$ cat src/rtl/ila_capture_ctrl.sv
// ila_capture_ctrl: write-side controller for a logic analyser capture buffer.
// It fills a circular buffer with pre-trigger history and arms the trigger once
// enough history exists. It records where the trigger landed and stops after
// the requested post-trigger samples. It also reports which region of the
// buffer holds valid data.
module ila_capture_ctrl #(
  parameter int BUFFER_W = 10
) (
  input  logic                clk_i,
  input  logic                rst_i,
  input  logic                cke_i,
  input  logic                arm_i,
  input  logic                abort_i,
  input  logic [BUFFER_W-1:0] pretrig_i,
  input  logic [BUFFER_W-1:0] posttrig_i,
  input  logic                sample_valid_i,
  input  logic                trigger_i,
  output logic                buf_wen_o,
  output logic [BUFFER_W-1:0] buf_waddr_o,
  output logic [2:0]          state_o,
  output logic                done_o,
  output logic [BUFFER_W-1:0] trig_addr_o,
  output logic [BUFFER_W-1:0] start_addr_o,
  output logic [BUFFER_W:0]   n_samples_o
);

  // Buffer depth, one bit wider than an address so the full count fits.
  localparam logic [BUFFER_W:0] DEPTH = {1'b1, {BUFFER_W{1'b0}}};

  typedef enum logic [2:0] {
    S_IDLE  = 3'd0,
    S_PRE   = 3'd1,
    S_ARMED = 3'd2,
    S_TRIG  = 3'd3,
    S_DONE  = 3'd4
  } state_t;

  state_t              r_state;
  state_t              w_state_next;
  logic [BUFFER_W-1:0] r_wptr;
  logic [BUFFER_W:0]   r_nsamp;
  logic                r_done;
  logic [BUFFER_W-1:0] r_trig_addr;
  logic [BUFFER_W-1:0] r_pre;
  logic [BUFFER_W-1:0] r_post;
  logic [BUFFER_W-1:0] r_remain;

  logic                w_capturing;
  logic                w_wen;
  logic [BUFFER_W:0]   w_nsamp_inc;
  logic [BUFFER_W:0]   w_nsamp_upd;
  logic                w_trig_hit;
  logic                w_last_post;
  logic                w_arm_accept;

  // Next-state logic plus the write strobe and capture events feeding the datapath.
  always_comb begin
    w_state_next = r_state;
    w_capturing  = (r_state == S_PRE) || (r_state == S_ARMED) || (r_state == S_TRIG);
    // An abort or reset cycle never writes, even while capturing.
    w_wen        = w_capturing & sample_valid_i & cke_i & ~abort_i & ~rst_i;
    w_nsamp_inc  = (r_nsamp == DEPTH) ? r_nsamp : r_nsamp + (BUFFER_W + 1)'(1);
    w_nsamp_upd  = w_wen ? w_nsamp_inc : r_nsamp;
    w_trig_hit   = w_wen & trigger_i & (r_state == S_ARMED);
    w_last_post  = w_wen & (r_state == S_TRIG) & (r_remain == BUFFER_W'(1));
    w_arm_accept = cke_i & ~abort_i & arm_i & ((r_state == S_IDLE) || (r_state == S_DONE));

    if (cke_i) begin
      if (abort_i) begin
        w_state_next = S_IDLE;
      end else begin
        case (r_state)
          S_IDLE, S_DONE: if (arm_i) w_state_next = S_PRE;
          // Compare against the count including this cycle's write; a zero
          // pretrig therefore leaves PRE after a single cycle.
          S_PRE:   if (w_nsamp_upd >= {1'b0, r_pre}) w_state_next = S_ARMED;
          S_ARMED: if (w_trig_hit) w_state_next = (r_post == '0) ? S_DONE : S_TRIG;
          S_TRIG:  if (w_last_post) w_state_next = S_DONE;
          default: w_state_next = S_IDLE;
        endcase
      end
    end
  end

  // State register.
  always_ff @(posedge clk_i) begin
    if (rst_i) r_state <= S_IDLE;
    else       r_state <= w_state_next;
  end

  // Write pointer, sample count, trigger address and latched capture settings.
  always_ff @(posedge clk_i) begin
    if (rst_i) begin
      r_wptr      <= '0;
      r_nsamp     <= '0;
      r_done      <= 1'b0;
      r_trig_addr <= '0;
      r_pre       <= '0;
      r_post      <= '0;
      r_remain    <= '0;
    end else if (cke_i) begin
      // done simply mirrors "the next state is DONE"; abort and arm both leave it low.
      r_done <= (w_state_next == S_DONE);
      if (abort_i) begin
        // Pointer, count and trigger address stay visible for readout.
      end else if (w_arm_accept) begin
        r_wptr      <= '0;
        r_nsamp     <= '0;
        r_trig_addr <= '0;
        r_pre       <= pretrig_i;
        r_post      <= posttrig_i;
        r_remain    <= '0;
      end else begin
        if (w_wen) begin
          r_wptr  <= r_wptr + BUFFER_W'(1);
          r_nsamp <= w_nsamp_inc;
        end
        if (w_trig_hit) begin
          r_trig_addr <= r_wptr;
          r_remain    <= r_post;
        end else if (w_wen && (r_state == S_TRIG)) begin
          r_remain <= r_remain - BUFFER_W'(1);
        end
      end
    end
  end

  assign buf_wen_o    = w_wen;
  assign buf_waddr_o  = r_wptr;
  assign state_o      = r_state;
  assign done_o       = r_done;
  assign trig_addr_o  = r_trig_addr;
  assign n_samples_o  = r_nsamp;
  // Once the buffer has filled, the next slot to be written holds the oldest sample.
  assign start_addr_o = r_nsamp[BUFFER_W] ? r_wptr : '0;

endmodule

$ cat config.mk
export PLATFORM = sky130hd
export DESIGN_NAME = ila_capture_ctrl
export DESIGN_NICKNAME = d
export VERILOG_FILES = /design/src/rtl/ila_capture_ctrl.sv
export SDC_FILE = /design/constraint.sdc
export NUM_CORES = 1
export LEC_CHECK = 0
export ABC_AREA = 1
export CAP_MARGIN = 0
export CORE_MARGIN = 2
export CORE_UTILIZATION = 55
export CTS_CLUSTER_DIAMETER = 50
export DETAILED_ROUTE_END_ITERATION = 8
export GPL_ROUTABILITY_DRIVEN = 0
export HOLD_SLACK_MARGIN = 0.1
export PLACE_DENSITY = 0.93
export SYNTH_ARGS = -nofsm -noshare
export SYNTH_HDL_FRONTEND = slang
export SYNTH_SLANG_ARGS = --single-unit
export TNS_END_PERCENT = 1
$ cat constraint.sdc
create_clock -name clk_i -period 6.6 [get_ports clk_i]
set_input_delay 0.66 -clock clk_i [delete_from_list [all_inputs] [get_ports clk_i]]
set_output_delay 0.66 -clock clk_i [all_outputs]
set_load 0.01 [all_outputs]
Yosys cells after proc, flatten, opt, wreduce, memory -nomap -nowiden
Index checks and enable logic that the tools add are counted.
W data, S select, Z words.

storage, ports and cells
  bits in registers = 65
  bits in latches = 0
  memory bits (writable) = 0
  ROM bits = 0
  input port bits = 27
  output and inout bits = 46
  logic and storage cells = 66
  memories = 0

cells by class
  add/sub/neg operators = 3
  multiply operators = 0
  divide/modulo/power cells = 0
  magnitude comparators = 1
  equality and inequality tests = 7
  shift operators = 0
  muxes and demuxes = 19
  bitwise logic cells = 13
  reduce and logical (&&, ||, !) cells = 15

operators with widths
  kind                     number
  $mux W10                 8
  $mux W11                 3
  $mux W3                  7
  $pmux W3 S4              1
  $reduce_and A3 Y1        4
  $add A11 B1 Y11 const B  1
  $and A1 B1 Y1            11
  $eq A11 B11 Y1 const B   1
  $ge A11 B10 Y1           1
  $add A10 B1 Y10 const B  1
  $eq A10 B1 Y1 const B    1
  $logic_not A10 Y1        1
  $sub A10 B1 Y10 const B  1
  $eq A3 B2 Y1 const B     2
  $eq A3 B3 Y1 const B     2
  $reduce_bool A2 Y1       2
  $eq A3 B1 Y1 const B     1
  $logic_not A3 Y1         1
  $logic_or A1 B1 Y1       3
  $reduce_bool A3 Y1       1
  $not A1 Y1               2
  $reduce_and A2 Y1        1
  $reduce_or A2 Y1         1
  $logic_and A1 B1 Y1      1

Logic depth before layout (Yosys ltp)
  depth in word-level cells = 14
  mapped depth = 22
  depth with buffers taken out = 22

Worst setup path after synthesis
Ideal clock, no wire load.

  kind = input to register
  from = in cke_i
  to = reg r_state[1], in the netlist state_o[1]
  setup time = 0.132 ns
  arrival = 2.534 ns
  data required time = 6.468 ns
  setup slack = 3.933 ns
  cell stages on the path = 20
  path buffers = 0
  cell sequence = inv_2 nor2_1 nand2_1 nor2_4 inv_2 nor2_1 nand3_1 xor2_1 inv_1 ha_1 a21oi_1 nand2_1 a21oi_1 nand3_1 nand2_1 nand2_1 nand2_1 nand2_1 nand2_1 a21oi_1

between the ends
  longest elaborated chain between the ends = 9
  elaborated cells between the ends (all ways) = 15
  those cells by class = 1 x order compare; 7 x mux; 7 x bitwise

ends and longest elaborated chain
  item                                    line        source
  start: declaration                      11          input logic cke_i,
  $and A1 B1 Y1 (3 in series)             61          w_wen = w_capturing & sample_valid_i & cke_i & ~abort_i & ~rst_i;
  $mux W11 (tied with other cells)        -
  $ge A11 B10 Y1 (tied with other cells)  76          S_PRE: if (w_nsamp_upd >= {1'b0, r_pre}) w_state_next = S_ARMED;
  $mux W3, on equally long branches       76, 77, 78
  $pmux W3 S4                             72          case (r_state)
  $mux W3                                 69          if (abort_i) begin
  $mux W3 (*)                             68          if (cke_i) begin
  end signal: assignment                  88          else r_state <= w_state_next;
  end: declaration                        38          state_t r_state;

Mark *: on every way between the ends. The rest lies on a longest branch, timed or not.
A chain may end at the register's enable or synchronous reset.

Final worst setup path
  from = in rst_i
  to = reg r_state[1], in the netlist state_o[1]

between the ends
  longest elaborated chain between the ends = 8
  elaborated cells between the ends (all ways) = 14
  those cells by class = 1 x order compare; 7 x mux; 6 x bitwise

ends and longest elaborated chain
  item                                    line        source
  start: declaration                      10          input logic rst_i,
  $not A1 Y1                              61
  $and A1 B1 Y1                           61
  $mux W11 (tied with other cells)        -
  $ge A11 B10 Y1 (tied with other cells)  76
  $mux W3, on equally long branches       76, 77, 78
  $pmux W3 S4                             72
  $mux W3                                 69
  $mux W3                                 68

Several ways; a longest one is shown, not always the timed one.

==> tab_implementation.tex <==
\begin{tabular}{lr}
\hline
Metric & Value \\
\hline
\multicolumn{2}{l}{\textbf{Status}} \\
Run status & completed \\
\multicolumn{2}{l}{\textbf{Critical path}} \\
Critical path type & in2reg \\
Data required time of the worst path & approximately 6800 ps \\
CP Capture Type & flop \\
Startpoint class of the critical path & input port \\
Maximum net fanout on the critical path & 40 \\
Signal arrival time at the worst endpoint & 3880 ps \\
\multicolumn{2}{l}{\textbf{Placement}} \\
Number of placed instances, taps included & 637 \\
Hpwl dp & between 6000 and 7000 µm \\
Quantity of I/O buffers inserted on ports & a little over 70 \\
\multicolumn{2}{l}{\textbf{Timing}} \\
Transition time at the pin with the least slew margin & 1150 ps \\
Total setup violations reported at the end of the flow & 0 \\
Setup\_tns & 0 ps \\
Fraction of the cycle the final worst path needs & 0.554 \\
Final hold viol count & 0 \\
Time the worst path needs with I/O delays and setup & about 3700 ps \\
Timing-limited maximum frequency & 273 MHz \\
Unrepaired setup endpoints after global routing & false \\
Clock Skew & about 8 ps \\
Max\_slew headroom & 0.231 \\
Number of max-slew violations in the final report & 0 \\
\multicolumn{2}{l}{\textbf{Logic synthesis}} \\
Post-synthesis cell type count & 33 \\
Number of enable flip-flop cells after synthesis & 0 \\
Most frequently used flop master after synthesis & sky130\_fd\_sc\_hd\_\_dfxtp\_1 \\
Share of the yosys chip area belonging to registers & 0.375 \\
Combined area of all synthesized cells & between 3000 and 4000 µm² \\
Fraction of synthesized cell area taken by the top area cell type & 0.375 \\
Combinational family with the most area after synthesis & simple AND/OR/NAND/NOR gates \\
Synth area leaders & sky130\_fd\_sc\_hd\_\_dfxtp\_1 (38\%), sky130\_fd\_sc\_hd\_\_nand2\_1 (12\%), sky130\_fd\_sc\_hd\_\_a21oi\_1 (7.8\%), sky130\_fd\_sc\_hd\_\_inv\_1 (6.7\%), sky130\_fd\_sc\_hd\_\_nor2\_1 (5.5\%) \\
Async set or reset register ratio after synthesis & 0 \\
Most common library cells after synthesis & sky130\_fd\_sc\_hd\_\_nand2\_1 (115), sky130\_fd\_sc\_hd\_\_dfxtp\_1 (65), sky130\_fd\_sc\_hd\_\_inv\_1 (62) \\
Multiplexer fraction of the synthesized cell area & 0 \\
Largest area contributor in the netlist & sky130\_fd\_sc\_hd\_\_dfxtp\_1 \\
Most frequent cell after synthesis & sky130\_fd\_sc\_hd\_\_nand2\_1 \\
Synthesized flop and latch total & 65 \\
Net count after synthesis & 546 \\
Avg Synthesized Cell Area & between 6 and 7 µm² \\
Post-synthesis share of cell area spent on full adders, half adders and majority gates & 0.0541 \\
Synthesized netlist cell count & slightly above 500 \\
Post-synthesis share of cell area spent on and, or, nand and nor gates & 0.290 \\
Synthesized-area fraction occupied by ao, oa, aoi and oai cells & 0.154 \\
Synth warnings & 0 \\
XOR/XNOR Fraction of Synth Area & 0.0303 \\
\multicolumn{2}{l}{\textbf{Pwr}} \\
Pleak & 1.79 nW \\
Max IR drop VDD & between 0.00015 and 0.0002 V \\
Power Density & $\sim$190 nW/µm² \\
\multicolumn{2}{l}{\textbf{Global route}} \\
Maximum number of pins on one net before global-route repair & 41 \\
First-pass GRT wire length & between 15000 and 20000 µm \\
Via count of the first global-routing pass & 3688 \\
All-Layer GR Usage & 0.296 \\
GRT Residual Overflow & 0 \\
Initial antenna violation count & 0 \\
\multicolumn{2}{l}{\textbf{Clocking}} \\
Number of buffers inserted to repair setup after CTS & 0 \\
Maximum level of the CTS H-tree & 3 \\
Clock slew at reported path FFs & 70 ps \\
Buffers from clock root to sink, at most & 2 \\
TritonCTS clock tree & yes \\
Total of hold buffers inserted after clock tree synthesis & 0 \\
Number of cells upsized or downsized after cts & 0 \\
TritonCTS Buffers & 9 \\
Cell at the root of the clock tree & sky130\_fd\_sc\_hd\_\_clkbuf\_8 \\
Total number of clock tree sinks & 65 \\
Clock latency at the later pin of the worst-skew pair & 350 ps \\
\multicolumn{2}{l}{\textbf{Die}} \\
Overall die width & approximately 83 µm \\
Area of the core & around 6000 µm² \\
I/O pins & 73 \\
Initial core utilization & 0.576 \\
Floorplan row count & 28 \\
Overall die height & 83.4 µm \\
Total die area & between 6000 and 7000 µm² \\
\multicolumn{2}{l}{\textbf{Final layout}} \\
Core Util, Final & 0.731 \\
NumNets Final & about 600 \\
Non-filler instance count after layout & about 650 \\
Multi-input gate area in the final layout & 1830 µm² \\
Layout fillers & 458 \\
Seq. cell area & 1300 µm² \\
Fraction of final layout cells sized beyond drive strength 1 & 0.0572 \\
Area added between synthesis and finish & 26.9\% \\
Antenna cell count & 0 \\
\multicolumn{2}{l}{\textbf{Worst hold path}} \\
Worst hold path type & reg2reg \\
\multicolumn{2}{l}{\textbf{Run}} \\
Number of max-cap violations & 0 \\
\multicolumn{2}{l}{\textbf{Route}} \\
Routed len/inst & between 15 and 20 µm \\
Total wirelength of the detailed-routed design & 9820 µm \\
Antenna Violating Nets Remaining & 0 \\
Total number of vias & between 3000 and 4000 \\
Number of DRC markers after the initial detailed-route iteration & 400 \\
Remaining routing DRC violations & 0 \\
Per-cell via count in the routed design & around 5.7 \\
Total iterations of the first detailed-routing run & 6 \\
\hline
\end{tabular}
-- layer usage --
| layer | global-route usage | part of all wire | vias to the layer above |
|---|---|---|---|
| li1 | - | - | 1765 |
| met1 | 0.338 | 0.40 | 1699 |
| met2 | 0.506 | 0.48 | 205 |
| met3 | 0.0895 | 0.087 | 52 |
| met4 | 0.139 | 0.042 | 0 |
| met5 | 0 | 0 | - |
-- cell usage in the layout, fill, tap and decap left out, types with 2 or more instances in the layout --
master                            Yosys  final
sky130_fd_sc_hd__a21oi_1             54     54
sky130_fd_sc_hd__dfxtp_1             65     65
sky130_fd_sc_hd__clkdlybuf4s50_1      0     72
sky130_fd_sc_hd__clkbuf_1            10      3
sky130_fd_sc_hd__nor4_1               2      2
sky130_fd_sc_hd__nor3_1              16     16
sky130_fd_sc_hd__o31ai_1              2      2
sky130_fd_sc_hd__inv_1               62     62
sky130_fd_sc_hd__o211ai_1             5      5
sky130_fd_sc_hd__nand3_1             19     19
sky130_fd_sc_hd__ha_1                15     15
sky130_fd_sc_hd__nand4_1             10     10
sky130_fd_sc_hd__o21ai_0             33     33
sky130_fd_sc_hd__nand2_1            115    115
sky130_fd_sc_hd__inv_2                7      7
sky130_fd_sc_hd__clkbuf_8             0      9
sky130_fd_sc_hd__xor2_1              12     12
sky130_fd_sc_hd__nor2_1              51     51
sky130_fd_sc_hd__nor2_4               5      5
sky130_fd_sc_hd__or2_2                2      2
sky130_fd_sc_hd__buf_4                0      2
-- worst max-delay path: stages --
cell and delay, ps:
sky130_fd_sc_hd__clkdlybuf4s50_1 400, sky130_fd_sc_hd__buf_4 270, sky130_fd_sc_hd__nor2_1 140, sky130_fd_sc_hd__nand2_1 110, sky130_fd_sc_hd__nor2_4 460, sky130_fd_sc_hd__inv_2 160
sky130_fd_sc_hd__nor2_1 150, sky130_fd_sc_hd__nand3_1 100, sky130_fd_sc_hd__xor2_1 240, sky130_fd_sc_hd__inv_1 80, sky130_fd_sc_hd__ha_1 290, sky130_fd_sc_hd__a21oi_1 200
sky130_fd_sc_hd__nand2_1 70, sky130_fd_sc_hd__a21oi_1 110, sky130_fd_sc_hd__nand3_1 80, sky130_fd_sc_hd__nand2_1 80, sky130_fd_sc_hd__nand2_1 50, sky130_fd_sc_hd__nand2_1 50
sky130_fd_sc_hd__nand2_1 60, sky130_fd_sc_hd__nand2_1 60, sky130_fd_sc_hd__a21oi_1 60
-- report_power, final --
part           switching, mW  internal (mW)
Combinational         0.0588         0.0418
Sequential           0.00719          0.402
Clock                  0.156          0.172
-- per-stage QoR --
step / setup slack [ps] / area, µm² / hold slack (ps) / total power, mW
3_3_place_gp: 2790 / 4230 / 451 / 0.510
6_report: 2940 / 4400 / 470 / 0.838
2_1_floorplan: 3930 / 3470 / 435 / 0.479
5_1_grt: 2570 / 4400 / 481 / 0.868
3_5_place_dp: 2610 / 4230 / 454 / 0.514
4_1_cts: 3000 / 4400 / 464 / 0.833
-- flip-flops by register name, indices dropped and copies added (netlist names) --
| register | count |
|---|---|
| r_post | 10 |
| n_samples_o | 11 |
| r_remain | 10 |
| r_pre | 10 |
| trig_addr_o | 10 |
| buf_waddr_o | 10 |
| state_o | 3 |
| done_o | 1 |
-- logic make-up (layout without fill, tap and decap cells) --
logic type,after synthesis,in the layout
compound gates,100,100
xor+xnor,12,12
buf+inv,86,159
flops,65,65
simple gates,226,226
fa+ha+maj,15,15
-- path summary, 6_finish.rpt --
path              cells after the start        start  slack, ps     endpoint
setup reg to reg                     20   state_o[0]       3440   state_o[1]
hold / removal                        2  r_remain[7]        470  r_remain[7]
hold reg to reg                       2  r_remain[7]        470  r_remain[7]
setup / recovery                     21        rst_i       2940   state_o[1]
-- cell type report --
class	instances	area share
clock buffers	12	0.0307
clock inverters	3	0.00966
inverters	70	0.0597
multi-input cells	353	0.416
flip-flops and latches	65	0.296
well taps	75	0.0213
repair buffers	74	0.167
Power figures use the tool's default switching activity.
